<file path="src/rtl/pipe_ctrl.sv">
// Stall/flush sequencer for the IF/ID, ID/EX, EX/MEM and MEM/WB pipeline registers.
// Optional PIPE_PERF_CNT_EN adds stall and branch-squash performance counters.
module pipe_ctrl #(
  parameter int unsigned INIT_CYCLES = 4,
  parameter int unsigned MEM_TIMEOUT = 255
) (
  input  logic       clock,
  input  logic       reset,
  input  logic [4:0] id_rs,
  input  logic [4:0] id_rt,
  input  logic       id_uses_rt,
  input  logic [4:0] ex_rd,
  input  logic       ex_memread,
  input  logic       branch_taken,
  input  logic       mem_req,
  input  logic       mem_ready,
  output logic       pc_en,
  output logic       ifid_en,
  output logic       ifid_flush,
  output logic       idex_en,
  output logic       idex_flush,
  output logic       exmem_en,
  output logic       memwb_bubble,
  output logic       mem_error
`ifdef PIPE_PERF_CNT_EN
  ,
  output logic [31:0] perf_stall_cnt,
  output logic [31:0] perf_flush_cnt
`endif
);

  localparam int unsigned InitW = (INIT_CYCLES > 1) ? $clog2(INIT_CYCLES) : 1;
  localparam int unsigned WaitW = $clog2(MEM_TIMEOUT + 1);

  typedef enum logic [1:0] {StInit, StRun, StMemWait, StError} stateT;

  stateT            state;
  logic [InitW-1:0] initCnt;
  logic [WaitW-1:0] waitCnt;
  logic             memErrorQ;
  logic             loadUse;
  logic             memStall;
  logic             holdMem;

  assign loadUse = ex_memread && (ex_rd != 5'd0) &&
                   ((ex_rd == id_rs) || (id_uses_rt && (ex_rd == id_rt)));
  assign memStall = mem_req && !mem_ready;
  // In MEM_WAIT only mem_ready matters; upstream is frozen so other inputs are stale.
  assign holdMem = (state == StRun) ? memStall : !mem_ready;

  always_comb begin
    pc_en        = 1'b1;
    ifid_en      = 1'b1;
    ifid_flush   = 1'b0;
    idex_en      = 1'b1;
    idex_flush   = 1'b0;
    exmem_en     = 1'b1;
    memwb_bubble = 1'b0;
    mem_error    = memErrorQ;
    unique case (state)
      StInit, StError: begin
        pc_en        = 1'b0;
        ifid_en      = 1'b0;
        idex_en      = 1'b0;
        exmem_en     = 1'b0;
        ifid_flush   = 1'b1;
        idex_flush   = 1'b1;
        memwb_bubble = 1'b1;
      end
      StRun, StMemWait: begin
        if (holdMem) begin
          pc_en        = 1'b0;
          ifid_en      = 1'b0;
          idex_en      = 1'b0;
          exmem_en     = 1'b0;
          memwb_bubble = 1'b1;
        end else if (branch_taken) begin
          ifid_flush = 1'b1;
          idex_flush = 1'b1;
        end else if (loadUse) begin
          pc_en      = 1'b0;
          ifid_en    = 1'b0;
          idex_flush = 1'b1;
        end
      end
    endcase
  end

  always_ff @(posedge clock or posedge reset) begin
    if (reset) begin
      state     <= StInit;
      initCnt   <= '0;
      waitCnt   <= '0;
      memErrorQ <= 1'b0;
    end else begin
      case (state)
        StInit: begin
          if (initCnt == InitW'(INIT_CYCLES - 1)) begin
            state <= StRun;
          end else begin
            initCnt <= initCnt + 1'b1;
          end
        end
        StRun: begin
          if (memStall) begin
            state   <= StMemWait;
            waitCnt <= WaitW'(1);
          end
        end
        StMemWait: begin
          if (mem_ready) begin
            state   <= StRun;
            waitCnt <= '0;
          end else if (waitCnt == WaitW'(MEM_TIMEOUT)) begin
            state     <= StError;
            memErrorQ <= 1'b1;
          end else if (waitCnt != '1) begin
            waitCnt <= waitCnt + 1'b1;
          end
        end
        StError: memErrorQ <= 1'b1;
      endcase
    end
  end

`ifdef PIPE_PERF_CNT_EN
  // A branch squash is the only case with PC advancing while IF/ID is flushed.
  always_ff @(posedge clock or posedge reset) begin
    if (reset) begin
      perf_stall_cnt <= '0;
      perf_flush_cnt <= '0;
    end else begin
      if (!pc_en && (state == StRun || state == StMemWait)) begin
        perf_stall_cnt <= perf_stall_cnt + 32'd1;
      end
      if (pc_en && ifid_flush) begin
        perf_flush_cnt <= perf_flush_cnt + 32'd1;
      end
    end
  end
`endif

endmodule
</file>
<file path="config.mk">
export PLATFORM = sky130hd
export DESIGN_NAME = pipe_ctrl
export DESIGN_NICKNAME = d
export VERILOG_FILES = /design/src/rtl/pipe_ctrl.sv
export SDC_FILE = /design/constraint.sdc
export NUM_CORES = 1
export LEC_CHECK = 0
export ABC_AREA = 0
export CAP_MARGIN = 20
export CORE_MARGIN = 4
export CORE_UTILIZATION = 45
export CTS_CLUSTER_DIAMETER = 80
export DETAILED_ROUTE_END_ITERATION = 7
export PLACE_DENSITY = 0.86
export SETUP_SLACK_MARGIN = 0.15
export SLEW_MARGIN = 40
export SYNTH_ARGS = -nofsm -noshare
export SYNTH_HDL_FRONTEND = slang
export SYNTH_SLANG_ARGS = --single-unit
</file>
<file path="constraint.sdc">
create_clock -name clock -period 2.3 [get_ports clock]
set_clock_uncertainty 0.15 [all_clocks]
set_input_delay 0.345 -clock clock [delete_from_list [all_inputs] [get_ports clock]]
set_output_delay 0.345 -clock clock [all_outputs]
set_load 0.03 [all_outputs]
</file>
* Word-level counts from Yosys, hierarchy flattened
Index checks and enable logic that the tools add are counted.
** Word-level totals
- Flip-flop bits (word level) :: 13
- Input bits :: 22
- Output and inout bits :: 8
- Logic and storage cells :: 68
** Cells by class
- Add/subtract/negate cells :: 2
- Equality and inequality tests :: 15
- Mux-type cells :: 29
- Bitwise operators :: 1
- Reduce and logical (&&, ||, !) cells :: 17
** Operators by type and width (number)
- $mux 8 :: 4
- $pmux 8 s2 :: 1
- $mux 1 :: 13
- $pmux 1 s2 :: 6
- $eq 5x5->1 :: 2
- $ne 3x3->1 const B :: 3
- $add 8x1->8 const B :: 1
- $eq 8x8->1 const B :: 1
- $mux 2 :: 4
- $ne 2x2->1 const B :: 4
- $ne 8x8->1 const B :: 1
- $reduce_and 4->1 :: 2
- $eq 2x2->1 const B :: 3
- $pmux 2 s3 :: 1
- $reduce_bool 5->1 :: 1
- $logic_and 1x1->1 :: 4
- $reduce_bool 2->1 :: 2
- $reduce_or 2->1 :: 2
- $reduce_and 3->1 :: 1
- $reduce_bool 3->1 :: 1
- $add 2x1->2 const B :: 1
- $eq 2x1->1 const B :: 1
- $logic_not 2->1 :: 1
- $reduce_and 2->1 :: 1
- other kinds (3) :: 3

* Depth between registers and ports, before layout
Gate-level depths: netlist of run 1.
- Depth after elaboration :: 8
- Gate-level depth with buffers :: 7
- Depth with buffers taken out :: 6

* Worst setup path after synthesis of run 1
No wires, ideal clock.
- Path type :: input to output
- Start point :: in ex_rd[3]
- End point :: out idex_flush
- Data arrival time :: 2.092 ns
- Setup slack :: -0.287 ns
- Stages :: 4
- Buffers on the path :: 0
- Cell sequence :: xor2_1 -> nor4_1 -> a32oi_1 -> o311ai_0
** Between the ends
- Longest elaborated chain between the ends :: 8
** RTL lines
- start: declaration :: RTL line 12 : input logic [4:0] ex_rd,
- $eq 5x5->1 :: RTL line 46 : ((ex_rd == id_rs) || (id_uses_rt && (ex_rd == id_rt)));
- $logic_and 1x1->1 :: RTL line 46
- $logic_or 1x1->1 :: RTL line 46
- $logic_and 1x1->1 (*) :: RTL line 45 : assign loadUse = ex_memread && (ex_rd != 5'd0) &&
- $mux 1 (*) :: RTL line 80 : end else if (loadUse) begin
- $mux 1 (*) :: RTL line 77 : end else if (branch_taken) begin
- $mux 1 (*) :: RTL line 71 : if (holdMem) begin
- $pmux 1 s2 (*) :: RTL line 60 : unique case (state)
- end: declaration :: RTL line 21 : output logic idex_flush,
Every way passes the cells marked *; elsewhere a longest branch is shown, timed or not.

* Worst setup path after layout of run 1
- Start point :: in id_rt[0]
- End point :: out ifid_en
** Between the ends
- Longest elaborated chain between the ends :: 8
** RTL lines
- start: declaration :: RTL line 10 : input logic [4:0] id_rt,
- $eq 5x5->1 :: RTL line 46
- $logic_and 1x1->1 :: RTL line 46
- $logic_or 1x1->1 :: RTL line 46
- $logic_and 1x1->1 :: RTL line 45
- $mux 1 :: RTL line 80
- $mux 1 :: RTL line 77
- $mux 1 :: RTL line 71
- $pmux 1 s2 :: RTL line 60
- end: declaration :: RTL line 18 : output logic ifid_en,
Every way passes these cells.

==> results.toml, run 1 <==
[timing]
rsz0062_at_grt = "yes"
finalCritPeriodShare_pct = 91.4
worst_slack_ns = 0.198
min_period_ns = 2.10
slew_headroom_pct = 66.1
setup_violations = 0
worstMarginPinSlew_ns = 0.507
drv_slew = 0
hold_violations = 0
fmax_mhz = 476

[setup_path]
slowest_delay_ns = 0.36
required_ns = 1.80
critical_path.startpoint = "id_rt[0]"
startpoint_type = "input pin"
reg2reg_from = "state[0]"
worstPathMaxFanout = 2
arrival_ns = 1.61
crit_top_cell = "buf_6"
path_cells = "buf_6 > xor2_2 > nor4_2 > a32oi_2 > o311a_1 > buf_6"
worstSetupPathType = "in2out"
cp-end-kind = "primary output"
crit_slowest_cell = "o311a_1"

[route]
routed_via_density = 5.69
drtIter0Drc = 15
wl_per_cell_um = 14.7
drt_first_pass_iters = 4
vias = 990
drc = 0
ant_nets = 0
wirelength_um = 2560

[logic_synthesis]
synth.avg_cell_area_um2 = 8.90
yosysSeqAreaShare_pct = 32.6
synth_flop_cell = "dfrtp_1"
synth-async-reset-ratio_pct = 100
yosys_warnings = 0
synthTopCellsByArea = "dfrtp_1, ha_1, xor2_1, a21oi_1, nand2_1"
synth_edf_count = 0
yosys.area.top_type = "dfrtp_1"
ys_ff_latch = 13
syn-cell-area_um2 = 997
synth_top_cell_area_share_pct = 32.6
ys_types = 38
synth_most_common_cell = "dfrtp_1"
synth_cells = 112
syn_nets = 141
ys_top_cells_by_count = "dfrtp_1, a21oi_1, xor2_1, nand2_1, nor2_1"

[final_layout]
fin_area_um2 = 1380
layout.nets = 177
diodes = 0
syn2layout_area_growth_pct = 38.5
drive_gt1_share_pct = 27.2

[job]
drv_cap = 0

[cts]
cts-buffers-inserted = 3
postCtsHoldBufs = 0
clkSinkCount = 13
clock_path_buffers = 2
cts_tree = "built"
path_clk_slew_ns = 0.08
cts_root_buf = "clkbuf_4"
htreeDepth = 1
clock_latency_ns = 0.27

[die]
die-area_um2 = 3030
die_w_um = 55.1
die_height_um = 55.1
start_util_pct = 48.8
std_cell_rows = 16
io_pins = 30
fp.coreArea_um2 = 2040

[power]
clockPowerShare_pct = 10.7
power_mw = 1.31
peakVddDrop_v = 0.00131
switchingPower_mw = 0.599
seqPwrFrac_pct = 25.8
netSwitchingFraction_pct = 45.8
powerDensity_nw_per_um2 = 946
p_leak_nw = 0.617
p_int_mw = 0.708
comb_power_share_pct = 63.5

[global_route]
grt_util_all_layers_pct = 18.7
grt_pass1_wl_um = 4100
grt_pass1_vias = 1001
grt_max_degree = 14
grt_antenna_before_repair = 0
grt_overflow = 0

[placement]
io_buffers = 29
gp_congestion = 0.771
place_area_um2 = 1320
place_ws_ns = -0.210
dp_hpwl_um = 1860

[min_path]
min_path_type = "in2async"

[run_status]
status = "finished clean"
-- kinds of logic after synthesis --
group	count (synthesis)	synth area share (%)
compound gates	32	21.5
xor+xnor	11	9.66
fa+ha+maj	7	8.78
buf+inv	12	6.15
flops	13	32.6
mux	3	3.14
simple gates	34	18.2
-- layout by cell type (no fill, tap or decap), types with 3 or more instances in the layout --
cell type and count:
nor2_1 9, nand2_1 9, buf_6 5, clkbuf_4 3, clkdlybuf4s50_1 7, dfrtp_1 12
a21oi_1 11, nand2b_1 3, dlygate4sd2_1 5, buf_4 10, buf_2 6, inv_1 7
ha_1 5, o21ai_0 4, xor2_1 8
-- layout make-up --
| type | instances | area (um2) |
|---|---|---|
| tap | 27 | 33.8 |
| clock buffer | 4 | 26.3 |
| timing repair buffer | 35 | 290 |
| sequential | 13 | 327 |
| fill | 178 | 661 |
| inverter | 8 | 30.0 |
| multi-input combinational | 87 | 674 |
-- routing by layer --
layer,routed length [um],GRT usage [%],share of wire (%),vias up
met5,0,0,0,-
met4,21,3.64,0.82,0
met3,228,6.97,8.9,2
met2,1290,32.7,50,43
met1,1020,21.9,40,462
li1,-,-,-,483
-- per-stage QoR --
stage / util (%) / instances / TNS [ns] / hold WS (ns)
CTS: 66.5 / 173 / 0 / 0.253
finish: 67.6 / 174 / 0 / 0.239
detailed placement: 64.5 / 169 / -0.564 / 0.321
global placement: 64.5 / 169 / -0.404 / 0.310
floorplan: - / 112 / 0 / 0.0720
global route: 67.6 / 174 / 0 / 0.292
-- state kept, by name, summed over array words and instances, names as in the netlist --
signal and cells:
initCnt 2, mem_error 1, state 2, waitCnt 8
-- power by group through the flow --
stage               sequential (mW)  clock (mW)  combinational (mW)
detailed placement            0.333           0               0.780
global route                  0.344       0.156               0.900
floorplan                     0.321           0               0.576
finish                        0.338       0.140               0.829
global placement              0.326           0               0.756
CTS                           0.329       0.145               0.804
-- worst max-delay path: cells and delay by family --
kind                      cells  cell delay [ns]
xor gates and xnor gates      1             0.16
and+or+nand+nor               1             0.30
buffers and inverters         2             0.25
AOI/OAI and AO/OA             2             0.54
-- path summary, 6_finish.rpt --
kind | endpoint | slack [ns] | cells past startpoint
max | ifid_en | 0.20 | 6
min | waitCnt[3] | 0.24 | 2
max reg2reg | waitCnt[5] | 0.31 | 6
min reg2reg | initCnt[0] | 0.33 | 1
max in group asynchronous | state[0] | 1.39 | 2
min in group clock | initCnt[0] | 0.33 | 1
-- repair_timing --
item / CTS / global route
resized for setup: 47 / 12
buffers inserted: 0 / 1
setup endpoints to repair: 3 / 6
pin swaps: 9 / 7
Note: power is estimated with default switching activity, not from simulation.
==> inputs of run 2 (changes only) <==
Settings changed: HOLD_SLACK_MARGIN from default to 0.06, REMOVE_ABC_BUFFERS from default to 1, SETUP_SLACK_MARGIN 0.15 to 0.5.
==> results.toml, run 2 (same netlist as run 1, synthesis figures left out) <==
[die]
std_cell_rows = 16
fp.coreArea_um2 = 2040
die-area_um2 = 3030
die_w_um = 55.1
start_util_pct = 48.8
io_pins = 30
die_height_um = 55.1

[timing]
hold_violations = 0
fmax_mhz = 471
drv_slew = 0
whs_ns = 0.235
rsz0062_at_grt = "yes"
min_period_ns = 2.12
setup_violations = 0
worstMarginPinSlew_ns = 0.570
slew_headroom_pct = 61.7
finalCritPeriodShare_pct = 92.3

[final_layout]
layout_common_cells = "buf_6, dfrtp_1, buf_4, a21oi_1"
final_common_cell = "buf_6"
syn2layout_area_growth_pct = 63.9
largest_reg_flops = 8
top_regs = "waitCnt x8, initCnt x2, state x2"
multiInputGateArea_um2 = 778
fin_area_um2 = 1630
max_flop_register = "waitCnt"
fillCellCount = 120
layout.nets = 188
seq_area_um2 = 327
diodes = 0
final_core_util_pct = 80.0
drive_gt1_share_pct = 44.3

[setup_path]
worstPathMaxFanout = 3
crit_end = "pc_en"
worst_r2r_path_depth = 7
arrival_ns = 1.63
critical_path.startpoint = "ex_rd[3]"
worstSetupPathType = "in2out"
reg2reg_from = "state[1]"
startpoint_type = "input pin"
regToRegSetupSlack_ns = 0.25
required_ns = 1.80
cp-end-kind = "primary output"
r2r_end = "waitCnt[3]"

[cts]
cts_root_buf = "clkbuf_4"
htreeDepth = 1
cts-buffers-inserted = 3
path_clk_slew_ns = 0.09
clock_path_buffers = 2
clkSinkCount = 13
clock_latency_ns = 0.29
cts_tree = "built"

[placement]
io_buffers = 29
place_area_um2 = 1290
gp_congestion = 0.844
dp_hpwl_um = 1950

[min_path]
min_path_type = "in2async"

[global_route]
grt_util_all_layers_pct = 24.7
grt_max_degree = 14
grt_pass1_vias = 1165
grt_pass1_wl_um = 5250
grt_antenna_before_repair = 0
grt_overflow = 0

[route]
wl_per_cell_um = 18.8
wirelength_um = 3480
ant_nets = 0
vias = 1116
drc = 0
routed_via_density = 6.03
drt_first_pass_iters = 4
drtIter0Drc = 54

[power]
power_mw = 1.77
p_leak_nw = 0.706
powerDensity_nw_per_um2 = 1090
peakVddDrop_v = 0.00121

[job]
drv_cap = 0

[run_status]
status = "finished clean"
-- run 2: cell count changes in the layout (fill, tap and decap cells not counted), moves of 2 or more --
cell,change
ha_1,-2
nand2_4,+2
dlygate4sd2_1,+3
buf_2,-4
nand2_1,-5
ha_4,+2
nand2_2,+3
buf_6,+12
inv_1,-2
inv_4,+2
clkdlybuf4s50_1,-2
-- run 2: routing by layer --
metal	GRT usage, %	share of wire [%]	vias up
met5	0	0	-
met4	13.8	3.8	0
met3	4.02	8.7	13
met2	45.7	51	83
met1	26.4	36	529
li1	-	-	491
-- run 2: repair_timing --
item                       CTS  global route
gates resized for setup     78            26
setup endpoints to repair   15            16
buffers inserted             8             7
pin swaps                   22            13
hold buffers                 0             0
hold endpoints to repair     0             0
-- run 2: power breakdown --
part / leakage (nW) / switching (mW) / internal, mW / total [mW]
clock: 0.0150 / 0.0857 / 0.0675 / 0.153
sequential: 0.165 / 0.0522 / 0.283 / 0.335
combinational: 0.526 / 0.643 / 0.643 / 1.29
total: 0.706 / 0.781 / 0.994 / 1.77
-- run 2: layout make-up --
| cell class | count | share of cell area [%] |
|---|---|---|
| clock buffers | 4 | 1.61 |
| inverters | 8 | 2.14 |
| well taps | 27 | 2.07 |
| flip-flops and latches | 13 | 20.0 |
| multi-input cells | 87 | 47.6 |
| repair buffers | 46 | 26.6 |
-- run 2: worst min-delay path by stage --
| stage | startpoint | to | slack [ns] |
|---|---|---|---|
| floorplan | reset | initCnt[0] | 0.07 |
| global placement | initCnt[0] | initCnt[0] | 0.31 |
| detailed placement | mem_error | mem_error | 0.33 |
| CTS | reset | waitCnt[3] | 0.25 |
| global route | reset | mem_error | 0.28 |
| finish | reset | initCnt[0] | 0.24 |
-- run 2: worst max-delay path, stage by stage --
cell and delay (ns):
buf_8 0.10, xor2_2 0.16, nor4_2 0.31, a32oi_2 0.19, o311a_1 0.36, buf_6 0.15
-- run 2: metrics by stage --
stage / setup slack (ns) / TNS (ns) / std cells
final: 0.178 / 0 / 185
after global routing: 0.110 / 0 / 185
after CTS: 0.169 / 0 / 178
after detailed placement: -0.328 / -0.792 / 166
after global placement: -0.147 / -0.391 / 166
after floorplan: -0.287 / -0.287 / 108
==> inputs of run 3 (changes only) <==
Settings changed: DONT_BUFFER_PORTS from default to 1, PLACE_DENSITY 0.86 to 0.69.
==> results.toml, run 3 (same netlist as run 1, synthesis figures left out) <==
[run_status]
status = "finished clean"

[route]
vias = 946
wl_per_cell_um = 17.8
routed_via_density = 6.18
drc = 0
ant_nets = 0
wirelength_um = 2730
drtIter0Drc = 18
drt_first_pass_iters = 4

[die]
std_cell_rows = 16
start_util_pct = 48.8
fp.coreArea_um2 = 2040
io_pins = 30
die_w_um = 55.1
die_height_um = 55.1
die-area_um2 = 3030

[global_route]
grtUsageMet1_pct = 20.4
grt_pass1_vias = 979
grt-busiest-layer = "met2"
grt_antenna_before_repair = 0
use_met2_pct = 32.3
grt_util_all_layers_pct = 18.0
grt_max_degree = 14
grt_pass1_wl_um = 3970
use_met3_pct = 3.22
grt_overflow = 0

[cts]
path_clk_slew_ns = 0.09
cts_tree = "built"
cts-buffers-inserted = 3
clkSinkCount = 13
htreeDepth = 1
clock_path_buffers = 2
cts_root_buf = "clkbuf_4"
clock_latency_ns = 0.29

[setup_path]
arrival_ns = 1.57
cp-end-kind = "primary output"
crit_slowest_cell = "dfrtp_1"
startpoint_type = "flop"
slowest_delay_ns = 0.40
worstSetupPathType = "reg2out"
path_cells = "inv_2 > ha_4 > a21o_1 > o311a_1 > buf_6"
required_ns = 1.80
worstPathMaxFanout = 3
critPathBufInv = 2
critPathTopFamily = "compound AO/OA/AOI/OAI gates"

[timing]
final.setup.tns_ns = 0
setup_violations = 0
fmax_mhz = 484
drv_slew = 0
slew_headroom_pct = 66.8
min_period_ns = 2.07
worstMarginPinSlew_ns = 0.498
hold_violations = 0
rsz0062_at_grt = "yes"
finalCritPeriodShare_pct = 89.8

[final_layout]
final_common_cell = "dfrtp_1"
final_core_util_pct = 62.1
drive_gt1_share_pct = 30.2
layout.nets = 156
diodes = 0
layout_common_cells = "dfrtp_1, xor2_1, a21oi_1, nand2_1, nor2_1"
fillCellCount = 178
syn2layout_area_growth_pct = 27.2
top_regs = "waitCnt x8, initCnt x2, state x2"
max_flop_register = "waitCnt"
largest_reg_flops = 8

[power]
seqPwrFrac_pct = 22.2
p_leak_nw = 0.535
peakVddDrop_v = 0.00131
comb_power_share_pct = 67.3
clockPowerShare_pct = 10.5
powerDensity_nw_per_um2 = 1150
netSwitchingFraction_pct = 46.4
p_int_mw = 0.782
switchingPower_mw = 0.678

[min_path]
min_path_type = "in2reg"

[placement]
gp_congestion = 0.730
dp_hpwl_um = 1630
io_buffers = 0

[job]
drv_cap = 0
run 3: cell types whose count changed in the layout (fill, tap and decap cells not counted), moves of 4 or more:
cell             before  now
dlygate4sd2_1         8    0
buf_6                17    5
clkdlybuf4s50_1       5    0
nand2_1               4    8
buf_4                11    7
run 3: worst min-delay path, delay by kind of cell:
kind,cells,cell delay [ns]
AO/OA/AOI/OAI,2,0.12
AND/OR/NAND/NOR,1,0.04
run 3: repair_timing:
item / CTS / global route
hold buffers: 2 / 0
gates cloned: 0 / 0
setup endpoints to repair: 13 / 14
setup buffers: 7 / 1
endpoints found under the hold margin: 14 / 0
pin swaps: 12 / 6
resized for setup: 17 / 13
run 3: worst paths after layout:
kind | from | to | slack, ns | cells past startpoint
max | state[1] | pc_en | 0.23 | 5
min | mem_ready | waitCnt[6] | 0.11 | 3
max reg2reg | state[0] | waitCnt[3] | 0.28 | 7
min reg2reg | initCnt[0] | initCnt[0] | 0.34 | 1
max in group asynchronous | reset | waitCnt[3] | 1.28 | 2
min in group asynchronous | reset | waitCnt[1] | 0.36 | 2
run 3: power by group through the flow:
| stage | registers, mW | clock network [mW] | logic (mW) |
|---|---|---|---|
| final | 0.324 | 0.154 | 0.982 |
| after global routing | 0.330 | 0.169 | 1.06 |
| after floorplan | 0.321 | 0 | 0.519 |
| after global placement | 0.329 | 0 | 0.648 |
| after CTS | 0.316 | 0.152 | 0.872 |
| after detailed placement | 0.333 | 0 | 0.667 |
run 3: area by class of cell:
cell class,count,area [um2],area share (%)
repair buffers,14,129,10.2
inverters,8,30.0,2.37
clock buffers,4,26.3,2.07
well taps,27,33.8,2.66
multi-input cells,87,723,57.0
flip-flops and latches,13,327,25.7
run 3: layer usage:
layer	wire (um)	share of wire, %
met5	0	0
met4	42	1.5
met2	1460	53
met1	1050	39
met3	175	6.4
run 3: through the flow:
| step | setup slack, ns | cells | instance area, um2 | power (mW) | hold slack [ns] |
|---|---|---|---|---|---|
| 6_report | 0.234 | 153 | 1270 | 1.46 | 0.114 |
| 2_1_floorplan | -0.287 | 108 | 966 | 0.839 | 0.0720 |
| 3_5_place_dp | 0.301 | 139 | 1030 | 1.00 | 0.147 |
| 4_1_cts | 0.278 | 152 | 1200 | 1.34 | 0.149 |
| 5_1_grt | 0.151 | 153 | 1270 | 1.56 | 0.129 |
| 3_3_place_gp | 0.343 | 139 | 1030 | 0.977 | 0.138 |
